==> config.mk <==
export PLATFORM = sky130hd
export DESIGN_NAME = fetch_unit
export DESIGN_NICKNAME = d
export VERILOG_FILES = /design/src/rtl/cpu_pkg.sv /design/src/rtl/fetch_next_pc.sv /design/src/rtl/fetch_unit.sv
export SDC_FILE = /design/constraint.sdc
export NUM_CORES = 1
export LEC_CHECK = 0
export CAP_MARGIN = 20
export CORE_MARGIN = 8
export CORE_UTILIZATION = 40
export DETAILED_ROUTE_END_ITERATION = 16
export PLACE_DENSITY_LB_ADDON = 0.08
export SLEW_MARGIN = 40
export SYNTH_ARGS = -nofsm -noshare
export SYNTH_HDL_FRONTEND = slang
export SYNTH_SLANG_ARGS = --single-unit
==> constraint.sdc <==
create_clock -name clock -period 1.9 [get_ports clock]
set_input_delay 0.19 -clock clock [delete_from_list [all_inputs] [get_ports clock]]
set_output_delay 0.19 -clock clock [all_outputs]
set_load 0.05 [all_outputs]
==> src/rtl/cpu_pkg.sv <==
// Shared CPU definitions: opcode constants, PCSource encodings and the fetch FSM state type.
package cpu_pkg;

  localparam logic [5:0] OP_HALT = 6'b010111;
  localparam logic [5:0] OP_JUMP = 6'b010010;
  localparam logic [5:0] OP_JR   = 6'b010011;

  localparam logic [1:0] PC_SEQ  = 2'b00;
  localparam logic [1:0] PC_JUMP = 2'b10;
  localparam logic [1:0] PC_JR   = 2'b11;

  typedef enum logic [2:0] {
    ST_IDLE,
    ST_REQ,
    ST_WAIT,
    ST_ISSUE,
    ST_HALTED
  } fetch_state_e;

endpackage

==> src/rtl/fetch_next_pc.sv <==
// Next-PC select for the fetch stage: sequential, JUMP target or JR register, plus the pc+1 link value.
module fetch_next_pc
  import cpu_pkg::*;
#(
  parameter int ADDR_W = 10
) (
  input  logic [ADDR_W-1:0] pc,
  input  logic [ADDR_W-1:0] jump_target,
  input  logic [ADDR_W-1:0] jr_target,
  input  logic [1:0]        pc_source,
  output logic [ADDR_W-1:0] next_pc,
  output logic [ADDR_W-1:0] pc_plus1
);

  // Width-limited add, so the last word wraps to address zero.
  assign pc_plus1 = pc + ADDR_W'(1);

  always_comb begin
    next_pc = pc_plus1;
    case (pc_source)
      PC_JUMP: next_pc = jump_target;
      PC_JR:   next_pc = jr_target;
      default: next_pc = pc_plus1;
    endcase
  end

endmodule

==> src/rtl/fetch_unit.sv <==
// Instruction-fetch stage: PC, memory request FSM and instruction register feeding the decoder.
// Optional fetch-address bounds check is compiled in with `define FETCH_BOUNDS_EN.
module fetch_unit
  import cpu_pkg::*;
#(
  parameter int                ADDR_W     = 10,
  parameter int                INSTR_W    = 32,
  parameter logic [ADDR_W-1:0] RESET_PC   = '0,
  parameter int                IMEM_DEPTH = 1024
) (
  input  logic               clock,
  input  logic               resetCPU_n,
  output logic [ADDR_W-1:0]  imem_addr,
  output logic               imem_rd,
  input  logic [INSTR_W-1:0] imem_rdata,
  input  logic               imem_valid,
  input  logic               stall,
  input  logic [1:0]         PCSource,
  input  logic [ADDR_W-1:0]  jr_target,
  input  logic               isHalt,
  output logic [INSTR_W-1:0] instr,
  output logic [5:0]         opcode,
  output logic               instr_valid,
  output logic [ADDR_W-1:0]  pc,
  output logic [ADDR_W-1:0]  pc_plus1,
  output logic               halted
`ifdef FETCH_BOUNDS_EN
  , output logic             fetch_fault
`endif
);

  fetch_state_e       state_q, state_d;
  logic [ADDR_W-1:0]  pc_q, pc_d;
  logic [INSTR_W-1:0] instr_q, instr_d;
  logic               imem_rd_q, imem_rd_d;
  logic               instr_valid_q, instr_valid_d;
  logic               halted_q, halted_d;
  logic [ADDR_W-1:0]  next_pc;
  logic               halt_req;
  logic               pc_q_ok, pc_d_ok;

  fetch_next_pc #(.ADDR_W(ADDR_W)) u_next_pc (
    .pc          (pc_q),
    .jump_target (instr_q[ADDR_W-1:0]),
    .jr_target   (jr_target),
    .pc_source   (PCSource),
    .next_pc     (next_pc),
    .pc_plus1    (pc_plus1)
  );

`ifdef FETCH_BOUNDS_EN
  logic fault_q, fault_d;
  assign pc_q_ok     = {1'b0, pc_q} < (ADDR_W+1)'(IMEM_DEPTH);
  assign pc_d_ok     = {1'b0, pc_d} < (ADDR_W+1)'(IMEM_DEPTH);
  assign fetch_fault = fault_q;
`else
  logic unused_depth;
  assign unused_depth = ^IMEM_DEPTH;
  assign pc_q_ok      = 1'b1;
  assign pc_d_ok      = 1'b1;
`endif

  assign halt_req = (instr_q[31:26] == OP_HALT) || isHalt;

  always_comb begin
    // NOTE: every signal gets a default before the case so no path leaves it unassigned (no latches).
    state_d = state_q;
    pc_d    = pc_q;
    instr_d = instr_q;
`ifdef FETCH_BOUNDS_EN
    fault_d = fault_q;
`endif
    case (state_q)
      ST_IDLE: state_d = ST_REQ;
      ST_REQ: begin
        if (pc_q_ok) begin
          state_d = ST_WAIT;
        end else begin
          state_d = ST_HALTED;
`ifdef FETCH_BOUNDS_EN
          fault_d = 1'b1;
`endif
        end
      end
      ST_WAIT: begin
        if (imem_valid) begin
          instr_d = imem_rdata;
          state_d = ST_ISSUE;
        end
      end
      ST_ISSUE: begin
        // A stall holds the issue even when a halt is pending; the halt waits for release.
        if (!stall) begin
          if (halt_req) begin
            state_d = ST_HALTED;
          end else begin
            pc_d    = next_pc;
            state_d = ST_REQ;
          end
        end
      end
      ST_HALTED: state_d = ST_HALTED;
      default:   state_d = ST_IDLE;
    endcase
  end

  // Registered strobes are decoded from the next state so they line up with it.
  assign imem_rd_d     = (state_d == ST_REQ) && pc_d_ok;
  assign instr_valid_d = (state_d == ST_ISSUE);
  assign halted_d      = (state_d == ST_HALTED);

  always_ff @(posedge clock or negedge resetCPU_n) begin
    if (!resetCPU_n) begin
      state_q       <= ST_IDLE;
      pc_q          <= RESET_PC;
      instr_q       <= '0;
      imem_rd_q     <= 1'b0;
      instr_valid_q <= 1'b0;
      halted_q      <= 1'b0;
`ifdef FETCH_BOUNDS_EN
      fault_q       <= 1'b0;
`endif
    end else begin
      // NOTE: non-blocking assignments so all flops update from the same pre-edge values.
      state_q       <= state_d;
      pc_q          <= pc_d;
      instr_q       <= instr_d;
      imem_rd_q     <= imem_rd_d;
      instr_valid_q <= instr_valid_d;
      halted_q      <= halted_d;
`ifdef FETCH_BOUNDS_EN
      fault_q       <= fault_d;
`endif
    end
  end

  assign imem_addr   = pc_q;
  assign imem_rd     = imem_rd_q;
  assign instr       = instr_q;
  assign opcode      = instr_q[31:26];
  assign instr_valid = instr_valid_q;
  assign pc          = pc_q;
  assign halted      = halted_q;

endmodule

==> summary.txt, run 1 <==
Synth
  – Warnings, synthesis: 0
  – Synthesized-area fraction occupied by xor and xnor cells: 0.0299
  – Dominant combinational cell family by area after synthesis: multiplexers
  – Synth Net Count: 250
  – Post-synthesis share of cell area spent on and, or, nand and nor gates: 0.111
  – Mean instance size in the synthesized netlist: 11.7 µm²
  – Fraction of the mapped netlist area in compound gates: 0.0791
  – Async SR Flop Fraction: 1.00
  – Area fraction of the dominant cell type after synthesis: 0.513
  – Mux contribution to synthesized area: 0.188
  – Mapped cell area: 0.00234 mm²
  – Arithmetic-cell share of the synthesized area counting full adders, half adders and majority gates: 0.00534
  – Sequential share of the synthesized area: 0.513
  – Synthesized netlist cell count: 200
  – Cell accounting for the most synthesized area: dfrtp_1
  – Number of enable flip-flop cells after synthesis: 0
  – Count of state elements after synthesis: 48
  – Distinct cell type count of the synthesized netlist: 37
  – Primary FF master, synth: dfrtp_1
  – Largest cells by area after synthesis: dfrtp_1, mux2_2, buf_4

Worst setup path
  – Family with the most delay on the worst path: buffers and inverters
  – Setup crit end kind: primary output
  – Launching element type of the critical path: flop
  – Critical path arrival: 1.64 ns
  – Library cell contributing the largest single delay on the critical path: clkdlybuf4s50_1
  – Critical path required time: 1.71 ns
  – Worst setup path category: reg2out
  – Combined buffer and inverter count along the critical path: 2
  – Register-to-register setup slack: 0.17 ns
  – Crit path largest cell delay: 0.82 ns
  – Ordered cell list for the critical path: buf_4 -> clkdlybuf4s50_1
  – Biggest fanout along the worst timing path: 5

Route
  – Routed length on met1: 2650 µm
  – Met2 wire length: 3350 µm
  – Router iterations before antenna repair: 4
  – Met3 routed WL: 602 µm
  – Routed wire length: 6680 µm
  – Avg Vias per Cell: 4.92
  – DRT antenna net count: 0
  – Highest signal layer in the routed design: met4
  – Wire length per cell after detailed routing: 16.9 µm
  – Count of vias placed by the detailed router: 1937
  – Number of design-rule violations left by the first detailed-router iteration: 31
  – DRC viols: 0

Pwr
  – Leak pwr: 0.00164 µW
  – P per Cell Area: 2090 mW/mm²
  – Worst supply voltage drop on vdd: 0.00164 V

Layout
  – Number of nets in the final layout: 368
  – Final std cells w/o fill: 394
  – Most common cell after layout, fill and taps aside: clkdlybuf4s50_1
  – Antenna fix cells: 0
  – Layout overhead on the synthesized area: 66.5%
  – Total of fill cells in the finished design: 469
  – Top library cells by usage in the layout, fill and taps aside: clkdlybuf4s50_1, dfrtp_1, mux2_2, buf_4, nand2_1
  – Share of post-route cells with drive strength above 1: 0.288

Floorplanning
  – Core region area: 0.00578 mm²
  – Die height: 92.5 µm
  – Top-level I/O count: 120
  – Starting density of the core: 0.405
  – Rows: 28
  – DIE WIDTH: 92.5 µm
  – Die area: 0.00856 mm²

Global routing
  – Grt ovf: 0
  – Antenna violations before repair: 0
  – Vias in the first global route: 2078
  – Global-route wire length before repair: 10900 µm
  – Global-route usage over all layers: 0.161
  – Maximum number of pins on one net before global-route repair: 33

STA
  – Unrepaired setup endpoints after global routing: no
  – Pin slew with the least headroom to its limit: 0.573 ns
  – Fmax: 546 MHz
  – Clock period minus worst slack: 1.83 ns
  – Final setup violation count: 0
  – Setup_tns: 0 ns
  – Final Skew: 0.00324 ns
  – Pins Over Slew Limit: 0
  – Worst-case setup margin in the final layout: 0.0671 ns
  – Slew HR: 0.618
  – Final period util: 0.965
  – Final hold violation count: 0

Placed design
  – Half-perimeter wire length of the detailed placement result: 5210 µm
  – Placer congestion estimate: 0.767
  – Worst slack after detailed placement: -0.0126 ns
  – Number of instances in the placed design: 381
  – PortBufs: 119

Outcome
  – Status: finished, final reports clean

Min path
  – Hold Path Class: in2async

Clock tree
  – Bufs on Longest Clock Path: 2
  – Worst-skew pair later-pin latency: 0.30 ns
  – TritonCTS clock tree: built
  – Clock tree root buffer cell: clkbuf_8
  – CTS buffer count: 5
  – H-tree lvl count: 2
  – Clock transition at path regs: 0.09 ns
  – Count of clock tree sinks: 48

Flow run
  – Number of violations of the max-capacitance limit: 0
## flip-flops by register name, indices dropped and copies added (netlist names)
register     flops
halted           1
imem_addr       10
imem_rd          1
instr           32
instr_valid      1
state_q          3
## final timing paths
check	from	end	cells after the start
worst max-delay path	imem_addr[4]	imem_addr[4]	2
worst min-delay path	resetCPU_n	instr[14]	2
worst max register to register	state_q[2]	imem_addr[9]	4
worst min register to register	instr[21]	instr[21]	1
max in group asynchronous	resetCPU_n	imem_addr[4]	3
min in group clock	imem_rdata[21]	instr[21]	2
## metal layers
layer  GRT usage  up-vias
met5           0        -
met1       0.190      940
met4      0.0470        0
met3      0.0696        7
li1            -      927
met2       0.260       63
## cell type report
type / count / area, µm² / area share
Timing Repair Buffer: 136 / 1380 / 0.354
Tap cell: 75 / 93.8 / 0.0241
Clock buffer: 5 / 68.8 / 0.0177
Multi-Input combinational cell: 124 / 1090 / 0.279
Inverter: 3 / 11.3 / 0.00289
Sequential cell: 48 / 1210 / 0.310
Clock inverter: 3 / 46.3 / 0.0119
## cell usage after synthesis (2+ instances only)
master,instances
dfrtp_1,48
mux2_2,30
buf_4,16
nand2_1,13
o21ai_0,10
mux2i_1,8
a21oi_1,6
buf_2,6
nand3_1,6
nor2_1,6
xnor2_1,5
nor3_1,4
and3_1,3
and4_1,3
clkbuf_1,3
inv_1,3
nand2b_1,3
nor2b_1,3
xor2_1,3
a221o_1,2
mux2_1,2
o221a_2,2
## worst register-to-register path, delay by kind of cell (launching register included)
kind,cells,cell delay [ns]
compound gates,2,0.79
flops,1,0.43
simple gates,2,0.38
## report_power, final
group | internal (µW) | switching, µW | total (µW)
combinational | 2050 | 3390 | 5440
sequential | 1510 | 425 | 1940
clock | 397 | 373 | 770
total | 3960 | 4190 | 8150
## stage by stage
| stage | power, µW | hold WS [ns] | utilization | instance area, µm² |
|---|---|---|---|---|
| after floorplan | 5560 | -0.106 | - | 2450 |
| after CTS | 8170 | 0.425 | 0.666 | 3850 |
| after global routing | 8550 | 0.459 | 0.674 | 3900 |
| after global placement | 7310 | 0.204 | 0.643 | 3720 |
| after detailed placement | 7370 | 0.213 | 0.643 | 3720 |
| final | 8150 | 0.412 | 0.674 | 3900 |
## cell families after synthesis
logic type / count (synthesis)
AOI/OAI and AO/OA: 28
xor gates and xnor gates: 8
adders and majority gates: 1
buffers and inverters: 28
DFF: 48
muxes: 40
and+or+nand+nor: 47
## what timing repair did
| item | 4_1_cts | 5_1_grt |
|---|---|---|
| hold buffers | 1 | 0 |
| buffers inserted | 0 | 4 |
| endpoints found under the hold margin | 22 | 0 |
| endpoints found under the setup margin | 2 | 5 |
| resized for setup | 4 | 6 |
No activity file was read; power rests on OpenSTA's default activity.
==> inputs of run 2 (changes only) <==
- CORE_MARGIN: 8 -> unset
- REMOVE_ABC_BUFFERS: unset -> 1
==> run 2 against run 1 <==
Net effect:
- clock skew rose by 0.0030 ns
- sequential cell count is the same
- die area fell by 28%
- highest routed layer unchanged
==> summary.txt, run 2 (synthesis results as in run 1) <==
STA
  – Slew HR: 0.613 (-0.00527)
  – Final hold violation count: 0 (unchanged)
  – Fmax: 541 MHz (-0.75%)
  – Final Skew: 0.00623 ns (+0.00299 ns)
  – Final period util: 0.972 (+0.00733)
  – Worst-case setup margin in the final layout: 0.0532 ns (-0.0139 ns)
  – Final setup violation count: 0 (unchanged)
  – Final Hold Slack: 0.421 ns (+0.00876 ns)
  – Pin slew with the least headroom to its limit: 0.581 ns (+0.00791 ns)
  – Clock period minus worst slack: 1.85 ns (+0.0139 ns)
  – Pins Over Slew Limit: 0 (unchanged)

Placed design
  – Half-perimeter wire length of the detailed placement result: 4250 µm (-18%)
  – Number of instances in the placed design: 376 (-1.3%)
  – Worst slack after detailed placement: -0.00565 ns (+0.00695 ns)
  – PortBufs: 119 (unchanged)
  – Post-DP Area: 0.00363 mm² (-2.3%)
  – Placer congestion estimate: 0.723 (-5.7%)

Clock tree
  – Count of clock tree sinks: 48 (unchanged)
  – Clock transition at path regs: 0.09 ns (about the same)
  – CTS buffer count: 5 (unchanged)
  – Bufs on Longest Clock Path: 2 (unchanged)
  – Worst-skew pair later-pin latency: 0.30 ns (about the same)
  – H-tree lvl count: 2 (unchanged)
  – TritonCTS clock tree: built
  – Buffers inserted by post-CTS timing repair: 0 (unchanged)
  – Clock tree root buffer cell: clkbuf_8

Worst setup path
  – Setup crit end kind: primary output
  – Ordered cell list for the critical path: clkdlybuf4s50_1
  – Biggest fanout along the worst timing path: 7 (+2)
  – Critical path arrival: 1.66 ns (+0.02 ns)
  – Worst setup path category: reg2out
  – Library cell contributing the largest single delay on the critical path: clkdlybuf4s50_1
  – Critical path required time: 1.71 ns (about the same)
  – Crit path largest cell delay: 0.86 ns (+0.04 ns)
  – Family with the most delay on the worst path: buffers and inverters
  – Register-to-register setup slack: 0.14 ns (-0.03 ns)
  – Combined buffer and inverter count along the critical path: 1 (-1)
  – Launching element type of the critical path: flop

Floorplanning
  – Core region area: 0.00557 mm² (-3.6%)
  – Rows: 27 (-3.6%)
  – DIE WIDTH: 78.5 µm (-15%)
  – Starting density of the core: 0.420 (+0.0150)
  – Die height: 78.5 µm (-15%)
  – Die area: 0.00616 mm² (-28%)
  – Top-level I/O count: 120 (unchanged)

Layout
  – Most common cell after layout, fill and taps aside: clkdlybuf4s50_1
  – Final std cells w/o fill: 385 (-2.3%)
  – Share of post-route cells with drive strength above 1: 0.230 (-0.0584)
  – Layout overhead on the synthesized area: 62.6%
  – Number of nets in the final layout: 362 (-1.6%)
  – Post-Layout Inst Area: 0.00381 mm² (-2.4%)
  – Flip-flop count of the largest register, all copies and words added: 32 (unchanged)
  – Antenna fix cells: 0 (unchanged)
  – Top library cells by usage in the layout, fill and taps aside: clkdlybuf4s50_1, dfrtp_1, mux2_2, nand2_1

Route
  – Routed wire length: 5580 µm (-16%)
  – DRC viols: 0 (unchanged)
  – Count of vias placed by the detailed router: 1909 (-1.4%)
  – Router iterations before antenna repair: 4 (unchanged)
  – Wire length per cell after detailed routing: 14.5 µm (-14%)
  – Avg Vias per Cell: 4.96 (+0.86%)
  – DRT antenna net count: 0 (unchanged)
  – Number of design-rule violations left by the first detailed-router iteration: 109 (+250%)

Global routing
  – Maximum number of pins on one net before global-route repair: 33 (unchanged)
  – Antenna violations before repair: 0 (unchanged)
  – Global-route usage over all layers: 0.190 (+0.0294)
  – Global-route wire length before repair: 9070 µm (-17%)
  – Grt ovf: 0 (unchanged)
  – Vias in the first global route: 1841 (-11%)

Min path
  – Hold Path Class: in2async

Flow run
  – Number of violations of the max-capacitance limit: 0 (unchanged)

Outcome
  – Status: finished, final reports clean
[run 2: worst paths after layout]
path,startpoint,to,cells past startpoint
setup reg to reg,state_q[2],imem_addr[7],4
min in group clock,imem_rdata[21],instr[21],2
hold reg to reg,instr[21],instr[21],1
max in group asynchronous,resetCPU_n,instr[5],3
setup / recovery,imem_addr[8],imem_addr[8],1
hold / removal,resetCPU_n,imem_addr[3],2
[run 2: layout make-up]
cell class                      instances  area [µm²]
Inverter                                3        11.3
Fill cell                             443        1770
Tap cell                               72        90.1
Timing Repair Buffer                  130        1370
Multi-Input combinational cell        124        1010
Sequential cell                        48        1200
Clock buffer                            6        82.6
Clock inverter                          2        38.8
[run 2: stage by stage]
step | setup TNS, ns | utilization
floorplan | -28.84 | -
global placement | 0 | 0.652
detailed placement | -0.00993 | 0.652
CTS | 0 | 0.679
finish | 0 | 0.683
global route | -0.00104 | 0.683
[run 2: repair_timing]
action | in CTS | in global routing
resized for setup | 7 | 5
pin swaps | 0 | 0
hold endpoints to repair | 23 | 0
endpoints found under the setup margin | 3 | 3
hold buffers | 1 | 0
[run 2: routing by layer]
layer / share of wire / routed length, µm / up-vias / global-route usage
met4: 0.0082 / 46 / 0 / 0.0389
met1: 0.43 / 2400 / 919 / 0.236
met5: 0 / 0 / - / 0
li1: - / - / 918 / -
met2: 0.51 / 2820 / 66 / 0.329
met3: 0.056 / 311 / 6 / 0.0535
Power of run 2 is not shown: default switching activity piles up to over one toggle a cycle in this logic, so the estimate is an artifact.
